--- config.mk ---
export PLATFORM = sky130hd
export DESIGN_NAME = if_fetch_req
export DESIGN_NICKNAME = d
export VERILOG_FILES = /design/src/rtl/if_pkg.sv /design/src/rtl/if_fetch_fifo.sv /design/src/rtl/if_fetch_req.sv
export SDC_FILE = /design/constraint.sdc
export NUM_CORES = 1
export LEC_CHECK = 0
export ABC_AREA = 1
export CAP_MARGIN = 20
export CORE_MARGIN = 2
export CORE_UTILIZATION = 35
export DETAILED_ROUTE_END_ITERATION = 16
export PLACE_DENSITY = 0.67
export SYNTH_ARGS = -nofsm -noshare
export SYNTH_HDL_FRONTEND = slang
export SYNTH_SLANG_ARGS = --single-unit
--- constraint.sdc ---
create_clock -name clk_i -period 3.3 [get_ports clk_i]
set_input_delay 0.66 -clock clk_i [delete_from_list [all_inputs] [get_ports clk_i]]
set_output_delay 0.66 -clock clk_i [all_outputs]
set_load 0.05 [all_outputs]
--- src/rtl/if_pkg.sv ---
// Shared types and constants for the instruction-fetch request engine.
package if_pkg;

  localparam int unsigned XLen       = 32;
  localparam int unsigned FetchDepth = 2;
  localparam int unsigned CntW       = 2;
  localparam logic [XLen-1:0] BootAddr = 32'h0000_0080;

  typedef enum logic {
    IDLE = 1'b0,
    REQ  = 1'b1
  } fetch_state_e;

  typedef struct packed {
    logic [31:0] addr;
    logic [31:0] rdata;
    logic        err;
  } fetch_entry_t;

endpackage

--- src/rtl/if_fetch_fifo.sv ---
// Two-entry FIFO whose head is held in its own register, so the head
// fields can drive module outputs without a read multiplexer.
module if_fetch_fifo
  import if_pkg::*;
#(
  parameter type T = fetch_entry_t
) (
  input  logic            clk_i,
  input  logic            rst_ni,
  input  logic            flush_i,
  input  logic            push_i,
  input  T                data_i,
  input  logic            pop_i,
  output T                data_o,
  output logic [CntW-1:0] count_o
);

  T                head_q, head_d;
  T                tail_q, tail_d;
  logic [CntW-1:0] cnt_q, cnt_d;
  logic            do_push;
  logic            do_pop;

  // Next-state for head/tail/count; a push into a full FIFO is only taken
  // when a pop frees a slot in the same cycle.
  always_comb begin
    head_d  = head_q;
    tail_d  = tail_q;
    cnt_d   = cnt_q;
    do_pop  = pop_i && (cnt_q != '0);
    do_push = push_i && ((cnt_q < CntW'(FetchDepth)) || do_pop);
    if (flush_i) begin
      cnt_d = '0;
    end else begin
      if (cnt_q == '0) begin
        if (do_push) head_d = data_i;
      end else if (cnt_q == CntW'(1)) begin
        if (do_push && do_pop) head_d = data_i;
        else if (do_push)      tail_d = data_i;
      end else begin
        if (do_pop) begin
          head_d = tail_q;
          if (do_push) tail_d = data_i;
        end
      end
      cnt_d = cnt_q + CntW'(do_push) - CntW'(do_pop);
    end
  end

  // Storage and occupancy registers.
  always_ff @(posedge clk_i) begin
    if (!rst_ni) begin
      head_q <= '0;
      tail_q <= '0;
      cnt_q  <= '0;
    end else begin
      head_q <= head_d;
      tail_q <= tail_d;
      cnt_q  <= cnt_d;
    end
  end

  assign data_o  = head_q;
  assign count_o = cnt_q;

endmodule

--- src/rtl/if_fetch_req.sv ---
// Instruction-fetch request engine: issues word addresses on the
// req/gnt/rvalid port, tracks in-flight requests and buffers returned
// words in order for the fetch stage; branches flush and discard.
module if_fetch_req
  import if_pkg::*;
(
  input  logic        clk_i,
  input  logic        rst_ni,
  input  logic        fetch_en_i,
  input  logic        branch_i,
  input  logic [31:0] branch_addr_i,
  input  logic        ready_i,
  output logic        valid_o,
  output logic [31:0] rdata_o,
  output logic [31:0] addr_o,
  output logic        err_o,
  output logic        instr_req_o,
  output logic [31:0] instr_addr_o,
  input  logic        instr_gnt_i,
  input  logic        instr_rvalid_i,
  input  logic [31:0] instr_rdata_i,
  input  logic        instr_err_i,
  output logic        busy_o
);

  fetch_state_e    state_q, state_d;
  logic [31:0]     instr_addr_q, instr_addr_d;
  logic [31:0]     next_addr_q, next_addr_d;
  logic [CntW-1:0] disc_q, disc_d;
  logic            busy_q, busy_d;

  logic [CntW-1:0] out_cnt;
  logic [CntW-1:0] fifo_cnt;
  logic [CntW-1:0] out_nxt;
  logic [CntW-1:0] fifo_nxt;
  logic            gnt;
  logic            rsp;
  logic            drop;
  logic            push;
  logic            pop;
  logic            issue;
  logic            credit_ok;
  logic [31:0]     tgt_addr;
  logic [31:0]     issue_addr;
  logic [31:0]     rsp_addr;
  fetch_entry_t    push_entry;
  fetch_entry_t    head_entry;

  // Handshake decode, counters, credit and FSM next state.
  always_comb begin
    state_d      = state_q;
    instr_addr_d = instr_addr_q;
    next_addr_d  = next_addr_q;
    disc_d       = disc_q;
    issue        = 1'b0;

    tgt_addr   = branch_addr_i & ~32'h3;
    gnt        = (state_q == REQ) && instr_gnt_i;
    // Responses with nothing in flight (e.g. after reset) are ignored.
    rsp        = instr_rvalid_i && (out_cnt != '0);
    drop       = rsp && (disc_q != '0);
    push       = rsp && !drop && !branch_i;
    pop        = valid_o && ready_i && !branch_i;
    out_nxt    = out_cnt + CntW'(gnt) - CntW'(rsp);
    fifo_nxt   = branch_i ? '0 : (fifo_cnt + CntW'(push) - CntW'(pop));
    credit_ok  = (({1'b0, out_nxt} + {1'b0, fifo_nxt}) < 3'(FetchDepth));
    issue_addr = branch_i ? tgt_addr : next_addr_q;

    push_entry.addr  = rsp_addr;
    push_entry.rdata = instr_rdata_i;
    push_entry.err   = instr_err_i;

    // A request still waiting for its grant is stale too and must be dropped.
    if (branch_i) begin
      disc_d = out_nxt + CntW'((state_q == REQ) && !instr_gnt_i);
    end else if (drop) begin
      disc_d = disc_q - CntW'(1);
    end

    case (state_q)
      IDLE: begin
        if (fetch_en_i && credit_ok) begin
          state_d = REQ;
          issue   = 1'b1;
        end
      end
      REQ: begin
        if (instr_gnt_i) begin
          if (fetch_en_i && credit_ok) issue = 1'b1;
          else                         state_d = IDLE;
        end
      end
    endcase

    if (issue) begin
      instr_addr_d = issue_addr;
      next_addr_d  = issue_addr + 32'd4;
    end else if (branch_i) begin
      next_addr_d = tgt_addr;
    end

    busy_d = (state_d == REQ) || (out_nxt != '0) || (fifo_nxt != '0);
  end

  // Control and address registers.
  always_ff @(posedge clk_i) begin
    if (!rst_ni) begin
      state_q      <= IDLE;
      instr_addr_q <= BootAddr;
      next_addr_q  <= BootAddr;
      disc_q       <= '0;
      busy_q       <= 1'b0;
    end else begin
      state_q      <= state_d;
      instr_addr_q <= instr_addr_d;
      next_addr_q  <= next_addr_d;
      disc_q       <= disc_d;
      busy_q       <= busy_d;
    end
  end

  // In-flight address queue; its occupancy is the outstanding count.
  if_fetch_fifo #(.T(logic [31:0])) u_addr_q (
    .clk_i   (clk_i),
    .rst_ni  (rst_ni),
    .flush_i (1'b0),
    .push_i  (gnt),
    .data_i  (instr_addr_q),
    .pop_i   (rsp),
    .data_o  (rsp_addr),
    .count_o (out_cnt)
  );

  // Returned-word buffer toward the fetch stage.
  if_fetch_fifo #(.T(fetch_entry_t)) u_fifo (
    .clk_i   (clk_i),
    .rst_ni  (rst_ni),
    .flush_i (branch_i),
    .push_i  (push),
    .data_i  (push_entry),
    .pop_i   (pop),
    .data_o  (head_entry),
    .count_o (fifo_cnt)
  );

  assign instr_req_o  = (state_q == REQ);
  assign instr_addr_o = instr_addr_q;
  assign busy_o       = busy_q;
  assign valid_o      = (fifo_cnt != '0);
  assign rdata_o      = head_entry.rdata;
  assign addr_o       = head_entry.addr;
  assign err_o        = head_entry.err;

endmodule

Word-level counts from Yosys, hierarchy flattened

Index checks and enable logic that the tools add are counted.

Bitwise gates (word level): 5
Add/sub/neg operators: 12
Reductions and logical operators: 39
$lt $le $gt $ge: 3
Equal/unequal tests: 8
Mux-type cells: 28

Operators with widths:

| operator                | count |
|---|---|
| $mux W65                | 9 |
| $mux W32                | 11 |
| $add A32 B3 Y32 const B | 1 |
| $reduce_bool A2 Y1      | 8 |
| $logic_and A1 B1 Y1     | 15 |
| $add A2 B1 Y2           | 5 |
| $reduce_and A4 Y1       | 2 |
| $sub A2 B1 Y2           | 4 |
| $mux W2                 | 3 |
| $ne A3 B2 Y1 const B    | 2 |
| $reduce_and A3 Y1       | 2 |
| $reduce_bool A3 Y1      | 2 |
| $not A1 Y1              | 5 |
| $eq A2 B1 Y1 const B    | 2 |
| $logic_not A2 Y1        | 2 |
| $logic_or A1 B1 Y1      | 4 |
| $lt A2 B2 Y1 const B    | 2 |
| $ne A2 B1 Y1 const B    | 2 |
| $ne A2 B2 Y1 const B    | 2 |
| $pmux W1 S2             | 2 |
| $add A2 B2 Y3           | 1 |
| $logic_not A1 Y1        | 3 |
| $lt A3 B2 Y1 const B    | 1 |
| $mux W1                 | 3 |
| 2 further kinds         | 2 |

Logic and storage cells: 110
Input bits: 72
Register bits: 266
Output and inout bits: 100

Depth between registers and ports, before layout

Gate-level depths: netlist of the first run.

Depth after elaboration: 17
Mapped depth: 21
Mapped depth without buffers: 20

By module

A second synthesis of the first run with hierarchy kept.

Cell total of the unflattened synthesis: 2,013
Area total of the unflattened synthesis: 13,008.7 µm²

By module, submodules not included:

| module                   | cells an instance | seq. area each (µm²) | area each (µm²) | instances |
|---|---|---|---|---|
| if_fetch_fifo (u_fifo)   | 947               | 2,642.5              | 5,988.2         | 1 |
| if_fetch_req             | 583               | 1,361.3              | 3,890.0         | 1 |
| if_fetch_fifo (u_addr_q) | 483               | 1,321.3              | 3,130.5         | 1 |

Least setup slack after synthesis of the first run

Ideal clock, no wire load.

Path kind: input-to-reg
Start point: in instr_rvalid_i
End point: reg next_addr_q[20]
Buffers on the path: 0
Cell stages on the path: 17
Arrival: 3.311 ns
Path slack: -0.123 ns
Required time: 3.187 ns
Library setup time: 0.113 ns
Cells stage by stage: inv_1 -> nor2_1 -> ha_1 -> inv_1 -> ha_1 -> xor2_1 -> xor2_1 -> inv_1 -> fa_1 -> nor2_1 -> nand3_1 -> nor2_1 -> nand3_4 -> nor2_4 -> nand3b_1 -> nor2_1 -> nor2_1

Longest elaborated chain between the ends: 15
Elaborated cells between the ends (all ways): 16
Classes of those cells: add/sub: 4; order compare: 1; mux: 5; reduce/logical: 6

Ends and longest elaborated chain:

| what                             | line                                   | RTL |
|---|---|---|
| from (decl)                      | if_fetch_req.sv:20                     | `input logic instr_rvalid_i,` |
| $logic_and A1 B1 Y1 (*)          | if_fetch_req.sv:60                     | `rsp = instr_rvalid_i && (out_cnt != '0);` |
| $logic_and A1 B1 Y1              | if_fetch_req.sv:61                     | `drop = rsp && (disc_q != '0);` |
| $logic_not A1 Y1                 | if_fetch_req.sv:62                     | `push = rsp && !drop && !branch_i;` |
| $logic_and A1 B1 Y1 (2 in a row) | if_fetch_req.sv:62                     |  |
| $add A2 B1 Y2                    | if_fetch_req.sv:65                     | `fifo_nxt = branch_i ? '0 : (fifo_cnt + CntW'(push) - CntW'(pop));` |
| $sub A2 B1 Y2                    | if_fetch_req.sv:65                     |  |
| $mux W2                          | if_fetch_req.sv:65                     |  |
| $add A2 B2 Y3 (*)                | if_fetch_req.sv:66                     | `credit_ok = (({1'b0, out_nxt} + {1'b0, fifo_nxt}) < 3'(FetchDepth));` |
| $lt A3 B2 Y1 (*)                 | if_fetch_req.sv:66                     |  |
| $logic_and A1 B1 Y1 (*)          | if_fetch_req.sv:82, if_fetch_req.sv:89 |  |
| $mux W1 (*)                      | if_fetch_req.sv:82, if_fetch_req.sv:89 |  |
| $mux W1                          | if_fetch_req.sv:88                     | `if (instr_gnt_i) begin` |
| $pmux W1 S2 (*)                  | if_fetch_req.sv:80                     | `case (state_q)` |
| $mux W32 (*)                     | if_fetch_req.sv:95                     | `if (issue) begin` |
| to (signal assigned)             | if_fetch_req.sv:110                    | `next_addr_q <= BootAddr;` |
| to (signal assigned)             | if_fetch_req.sv:116                    | `next_addr_q <= next_addr_d;` |
| to (decl)                        | if_fetch_req.sv:28                     | `logic [31:0] next_addr_q, next_addr_d;` |

Every way passes the cells marked *; elsewhere a longest branch is shown, timed or not.
A chain may end at the register's enable or synchronous reset.

Final worst setup path of the first run

Start point: reg u_fifo.cnt_q[1] (netlist: u_fifo.count_o[1])
End point: reg next_addr_q[27]

Longest elaborated chain between the ends: 12
Elaborated cells between the ends (all ways): 13
Classes of those cells: add/sub: 3; order compare: 1; mux: 5; reduce/logical: 4

Ends and longest elaborated chain:

| what                                                                  | line                                   | RTL |
|---|---|---|
| from (decl)                                                           | if_fetch_fifo.sv:20                    | `logic [CntW-1:0] cnt_q, cnt_d;` |
| from (signal assigned)                                                | if_fetch_fifo.sv:59                    | `cnt_q <= cnt_d;` |
| parallel branches: the longest is 3 deep, another holds $add A2 B1 Y2 | n/a                                    |  |
| $sub A2 B1 Y2 (*)                                                     | if_fetch_req.sv:65                     |  |
| $mux W2 (*)                                                           | if_fetch_req.sv:65                     |  |
| $add A2 B2 Y3 (*)                                                     | if_fetch_req.sv:66                     |  |
| $lt A3 B2 Y1 (*)                                                      | if_fetch_req.sv:66                     |  |
| $logic_and A1 B1 Y1 (*)                                               | if_fetch_req.sv:82, if_fetch_req.sv:89 |  |
| $mux W1 (*)                                                           | if_fetch_req.sv:82, if_fetch_req.sv:89 |  |
| $mux W1                                                               | if_fetch_req.sv:88                     |  |
| $pmux W1 S2 (*)                                                       | if_fetch_req.sv:80                     |  |
| $mux W32 (*)                                                          | if_fetch_req.sv:95                     |  |

Every way passes the cells marked *.

==> impl_metrics.toml, run 1 <==
[place]
dpl-instance-area_sq_um = 13800
io_buffers = 169
place.gp.congestion = 0.8736
hpwl_microns = 20320
dp_slack_ns = -0.7111

[clock_network]
cts_tree = "done"
cts_htree_levels = 1
holdBufCountCts = 0
cts-buffers-inserted = 30
clkLatencyLatePin_ns = 0.55
cts_buffer_depth = 3
clk_pin_slew_worst_paths_ns = 0.06
cts-root-buf = "clkbuf_16"
cts_sinks = 266

[grt]
antenna_found_initial = 0
grt_use_total_pct = 16.62
grt_overflow = 0
grt_pass1_vias = 9462
grt_max_degree = 108
grt_first_pass_wirelength_microns = 49080

[setup_path]
cp.required_ns = 3.78
r2r_start = "u_fifo.count_o[1]"
crit_type = "reg2reg"
r2r_cells = 20
r2r_end = "next_addr_q[27]"
r2r_slack_ns = 0.15
start_kind = "flop"
cp_max_fo = 7
cp.arrival_ns = 3.63
end_kind = "flop"

[synth]
syn_area_sq_um = 11680
yosysWarnings = 0
synth_area_leaders = "dfxtp_1, o21ai_0, nand2_1"
synthCells = 1535
synth_edf_count = 0
synth_commonest_cells = "dfxtp_1, nand2_1, nor2_1"
synth_top_area_cell = "dfxtp_1"
async_flop_share_pct = 0
synth-main-ff-cell = "dfxtp_1"
yosys.area.top_type_share_pct = 45.58
postSynthNetCount = 1619
synth_seq_cells = 266
syn_area_per_cell_sq_um = 7.612
yosysMostFrequentCell = "dfxtp_1"
synth.distinct_cells = 45
seq_area_frac_synth_pct = 45.58

[die]
die_area_sq_um = 34860
die_w_microns = 186.7
io_pins = 172
start_util_pct = 35.73
die_y_microns = 186.7
core_sq_um = 32700
num_rows = 66

[final_layout]
area_delta_synth_final_pct = 27.79
n_antenna_cell = 0
drive_gt1_share_pct = 13.48
postLayoutCoreUtil_pct = 45.66
fin_nets = 1768
finalInstanceArea_sq_um = 14930

[sta]
maxSlewViolCount = 0
fin_ws_ns = 0.1479
period_share_pct = 95.52
fmax_mhz = 317.2
skew_ns = 0.01143
min_period_ns = 3.152
whs_ns = 0.4295
relSlewSlack_pct = 35.20
hold_viol = 0
rsz0062_at_grt = "true"
worst_slew_pin_slew_ns = 0.9721
final-setup-viol-count = 0

[routing]
ant_nets = 0
vias = 10280
drt-wirelength-per-cell_microns = 14.00
finalWirelength_microns = 30080
first_iter_violations = 556
viasPerCell = 4.788
drc_errors = 0
first_pass_iters = 5

[worst_hold_path]
hp-class = "reg2reg"
hold_depth = 2
hold_end = "next_addr_q[1]"
hp-start = "next_addr_q[1]"

[power]
peakVddDrop_mv = 0.3791
power.total_mw = 10.78
p_leak_nw = 5.678
powerDensity_nw_per_um2 = 721.9

[run_status]
status = "complete, no violations"

[flow_run]
maxCapViolCount = 0
==> metal layers <==
metal	track usage, %	wire length [microns]	vias up	part of all wire, %
met2	25.99	13200	257	44
li1	-	-	5284	-
met5	0	0	-	0
met4	2.991	318	0	1.1
met3	2.689	1790	29	6.0
met1	24.25	14780	4714	49
==> report_power, final <==
group          total (mW)  switching (mW)  leakage (nW)  internal (mW)
Combinational        3.23            2.05          3.00           1.18
Clock                3.50            1.33         0.514           2.17
Sequential           4.05           0.351          2.16           3.70
Total                10.8            3.73          5.68           7.05
==> layout by cell type, fill, tap and decap left out, types with 16 or more instances in the layout <==
| cell | count |
|---|---|
| clkbuf_16 | 31 |
| nand2_1 | 248 |
| buf_4 | 42 |
| clkdlybuf4s50_1 | 165 |
| dfxtp_1 | 264 |
| nor2_2 | 16 |
| nor2_1 | 222 |
| a31oi_1 | 33 |
| a21oi_1 | 129 |
| o21ai_0 | 211 |
| mux2_2 | 65 |
| inv_1 | 136 |
==> worst max path at each step <==
stage | to | slack, ns | depth (start not counted) | from
after floorplan | next_addr_q[27] | 0.002 | 20 | branch_i
after global placement | next_addr_q[27] | -0.64 | 21 | branch_i
after detailed placement | next_addr_q[27] | -0.71 | 21 | branch_i
after CTS | next_addr_q[29] | 0.01 | 18 | ready_i
after global routing | next_addr_q[27] | -0.08 | 20 | u_addr_q.count_o[0]
final | next_addr_q[27] | 0.15 | 20 | u_fifo.count_o[1]
==> metrics by stage <==
stage	cells	TNS, ns
final	2148	0
after detailed placement	2089	-29.14
after CTS	2146	0
after global routing	2148	-0.2342
after floorplan	1535	0
after global placement	2089	-24.76
==> logic make-up (layout without fill, tap and decap cells) <==
group | count (synthesis) | in the layout | synth area share, %
AND/OR/NAND/NOR | 542 | 542 | 19.25
AO/OA/AOI/OAI | 399 | 399 | 17.85
flip-flops | 266 | 266 | 45.58
buffers and inverters | 245 | 416 | 9.253
multiplexers | 65 | 65 | 6.265
adder cells (fa/ha/maj) | 12 | 12 | 1.349
XOR/XNOR | 6 | 6 | 0.4498
==> flip-flops by register name (all words and copies together), names as in the netlist <==
signal / count
u_addr_q.tail_q: 32
next_addr_q: 32
u_fifo.tail_q: 65
busy_o: 1
disc_q: 2
u_fifo.data_o: 65
u_fifo.count_o: 2
u_addr_q.count_o: 2
instr_req_o: 1
u_addr_q.data_o: 32
instr_addr_o: 32
==> what timing repair did <==
item | 4_1_cts | 5_1_grt
pin swaps | 4 | 13
resized for setup | 4 | 13
buffers inserted | 3 | 2
setup endpoints to repair | 12 | 40
==> critical path, cell delays in order (launching register included) <==
cell and delay, ns:
dfxtp_2 0.34, or2_4 0.27, nand3_4 0.07, inv_1 0.04, ha_1 0.26, inv_1 0.04, ha_1 0.28, nand2_1 0.10
nor2_2 0.05, fa_1 0.48, nor2_2 0.12, nand3_2 0.14, inv_2 0.10, nand2_2 0.06, nor2_2 0.10, nand3_2 0.11
nor2_4 0.23, nand2_2 0.08, nand2_1 0.07, nand2_1 0.05, nor2_1 0.10
==> cell type report <==
class                           count  area, sq um
Fill cell                        3276        17770
Multi-Input combinational cell   1024         5355
Sequential cell                   266         5328
Timing Repair Buffer              215         2088
Clock buffer                       39        835.8
Inverter                          147        559.3
Tap cell                          442        553.0
Clock inverter                     15        211.5
Power figures use the tool's default switching activity.
==> run 2: changes to the inputs <==
--- a/config.mk
+++ b/config.mk
@@ -10,7 +10,9 @@
 export CORE_MARGIN = 2
 export CORE_UTILIZATION = 35
 export DETAILED_ROUTE_END_ITERATION = 16
-export PLACE_DENSITY = 0.67
+export DONT_BUFFER_PORTS = 1
+export PLACE_DENSITY = 0.6
 export SYNTH_ARGS = -nofsm -noshare
 export SYNTH_HDL_FRONTEND = slang
+export SYNTH_HIERARCHICAL = 1
 export SYNTH_SLANG_ARGS = --single-unit
==> run 2 against run 1 <==
Against the previous run:
- combinational power shrank 83%
- critical endpoint is now next_addr_q[24]
- global-route usage grew 0.63 points
- cell area shrank 2.2%
- worst hold slack lost 0.23 ns
- sequential power shrank 15%
- clock skew grew 0.0030 ns
- via count grew 14%
- sequential share of layout area grew 0.84 points
- critical path type unchanged
- first-iteration DRC count shrank 5.2%
- flip-flop and latch count is the same
- register-to-register slack gained 0.03 ns
- largest power group is now clock
- area after synthesis grew 11%
- highest routed layer unchanged
==> impl_metrics.toml, run 2 <==
[place]
hpwl_microns = 22170
place.gp.congestion = 0.8508
dp_slack_ns = -0.2090
io_buffers = 0

[run_status]
status = "complete, no violations"

[power]
power.total_mw = 7.523
powerDensity_nw_per_um2 = 515.4
p_leak_nw = 6.227
peakVddDrop_mv = 0.4356

[flow_run]
maxCapViolCount = 0

[synth]
synth_compound_area_share_pct = 7.281
postSynthNetCount = 2099
synth-simple-area-share_pct = 39.56
syn_area_per_cell_sq_um = 6.462
async_flop_share_pct = 0
synthCells = 2013
synthAdderAreaFrac_pct = 1.404
synth_top_family_by_area = "simple AND/OR/NAND/NOR gates"
synth_seq_cells = 266
synth_xor_area_share_pct = 0.4713
yosysMostFrequentCell = "nor2_1"
synthMuxAreaShare_pct = 0
synth_area_leaders = "dfxtp_1, nor2_1, nand2_1"
synth.distinct_cells = 39
seq_area_frac_synth_pct = 40.93
synth-main-ff-cell = "dfxtp_1"
synth_top_area_cell = "dfxtp_1"
yosys.area.top_type_share_pct = 40.93
synth_edf_count = 0
yosysWarnings = 6
syn_area_sq_um = 13010
synth_commonest_cells = "nor2_1, nand2_1, dfxtp_1"

[sta]
fin_ws_ns = 0.1758
maxSlewViolCount = 0
worst_slew_pin_slew_ns = 0.8020
relSlewSlack_pct = 46.53
min_period_ns = 3.124
fmax_mhz = 320.1
final-setup-viol-count = 0
hold_viol = 0
rsz0062_at_grt = "true"
period_share_pct = 94.67
skew_ns = 0.01442

[routing]
vias = 11730
drt-wirelength-per-cell_microns = 13.79
m1WireLength_microns = 14820
highest_layer = "met4"
first_pass_iters = 5
finalWirelength_microns = 33960
drc_errors = 0
dr_wl_met3_microns = 2584
wl_met2_microns = 15410
viasPerCell = 4.762
first_iter_violations = 527
ant_nets = 0

[setup_path]
cp_max_fo = 28
max_stage_delay_ns = 0.43
cp_slowest_cell = "fa_1"
end_kind = "flop"
cp.required_ns = 3.74
crit_type = "reg2reg"
cp_top_family = "adder cells"
crit_path_cell_trace = "inv_1 -> ha_2 -> nand3_4 -> ha_4 -> inv_2 -> ha_4 -> xor2_1 -> nor2_2 -> fa_1 -> nor2_1 -> nand2_1 -> nor2_2 -> buf_6 -> buf_4 -> nand2_1 -> o21ai_1 -> a21oi_1"
cp.arrival_ns = 3.57
start_kind = "flop"
worst-path-buf-inv = 4

[clock_network]
cts_htree_levels = 1
clk_pin_slew_worst_paths_ns = 0.06
cts_buffer_depth = 3
cts-buffers-inserted = 30
cts-root-buf = "clkbuf_16"
cts_tree = "done"
cts_sinks = 266
clkLatencyLatePin_ns = 0.57

[final_layout]
fillers = 3947
n_antenna_cell = 0
layout_commonest_cell = "nor2_1"
drive_gt1_share_pct = 9.579
postLayoutCoreUtil_pct = 39.87
final_cell_mix = "nor2_1, nand2_1, dfxtp_1, inv_1, a21oi_1"
fin_nets = 2056
area_delta_synth_final_pct = 12.21

[die]
die_area_sq_um = 38730
die_y_microns = 196.8
io_pins = 172
num_rows = 70
core_sq_um = 36610
die_w_microns = 196.8
start_util_pct = 35.53

[grt]
grt_pass1_vias = 10940
grt_first_pass_wirelength_microns = 55440
grt_max_degree = 224
grt_use_total_pct = 17.25
grt_overflow = 0
antenna_found_initial = 0

[worst_hold_path]
hp-class = "in2reg"
run 2: cell types whose count changed after synthesis, moves of 12 or more:
cell and delta:
nand3_1 +106, buf_4 +12, nand2_1 +255, buf_2 +20
inv_1 +32, clkbuf_1 -21, o21ai_0 -193, mux2_2 -65
a31oi_1 -32, a21oi_1 +21, nor2_1 +316
run 2: final cells by class:
| class | count | area (sq um) | share of cell area [%] |
|---|---|---|---|
| Clock buffer | 43 | 910.9 | 6.240 |
| Clock inverter | 13 | 147.6 | 1.011 |
| Inverter | 178 | 688.2 | 4.715 |
| Multi-Input combinational cell | 1451 | 6533 | 44.75 |
| Sequential cell | 266 | 5331 | 36.52 |
| Tap cell | 468 | 585.6 | 4.012 |
| Timing Repair Buffer | 43 | 400.4 | 2.743 |
run 2: metal layers:
layer	up-vias	GRT usage [%]
li1	6078	-
met1	5348	20.87
met2	239	29.26
met3	60	5.168
met4	0	5.625
met5	-	0
run 2: kinds of logic (layout without fill, tap and decap cells):
group                      after synthesis  in the layout
DFF                                    266            266
buffers and inverters                  296            277
and+or+nand+nor                       1246           1246
AOI/OAI and AO/OA                      183            183
adders and majority gates               14             14
xor gates and xnor gates                 7              7
other                                    1              1
run 2: timing repair:
action,CTS,global route
endpoints found under the hold margin,0,0
buffers inserted,0,4
endpoints found under the setup margin,2,43
resized for setup,2,22
pin swaps,0,11
hold buffers,0,0
gates cloned,0,0
run 2: path summary, 6_finish.rpt:
| kind | from | to | slack [ns] | cells after the start |
|---|---|---|---|---|
| max reg2reg | disc_q[0] | next_addr_q[24] | 0.18 | 17 |
| min reg2reg | next_addr_q[0] | next_addr_q[0] | 0.45 | 2 |
| max | disc_q[0] | next_addr_q[24] | 0.18 | 17 |
| min | rst_ni | next_addr_q[7] | 0.20 | 1 |
run 2: report_power, final:
group / switching, mW / internal, mW / leakage (nW)
clock network: 1.39 / 2.14 / 0.529
registers: 0.164 / 3.29 / 2.16
logic: 0.352 / 0.187 / 3.54
total: 1.90 / 5.62 / 6.23
run 2: per-stage QoR:
stage | TNS (ns) | hold WS [ns] | instances | area, sq um
after global routing | -0.1932 | 0.1972 | 2462 | 14600
final | 0 | 0.1967 | 2462 | 14600
after CTS | 0 | 0.1732 | 2458 | 14470
after detailed placement | -4.018 | 0.4458 | 2402 | 13400
after floorplan | -0.04189 | 0.4249 | 2013 | 13130
after global placement | -2.742 | 0.4358 | 2402 | 13400
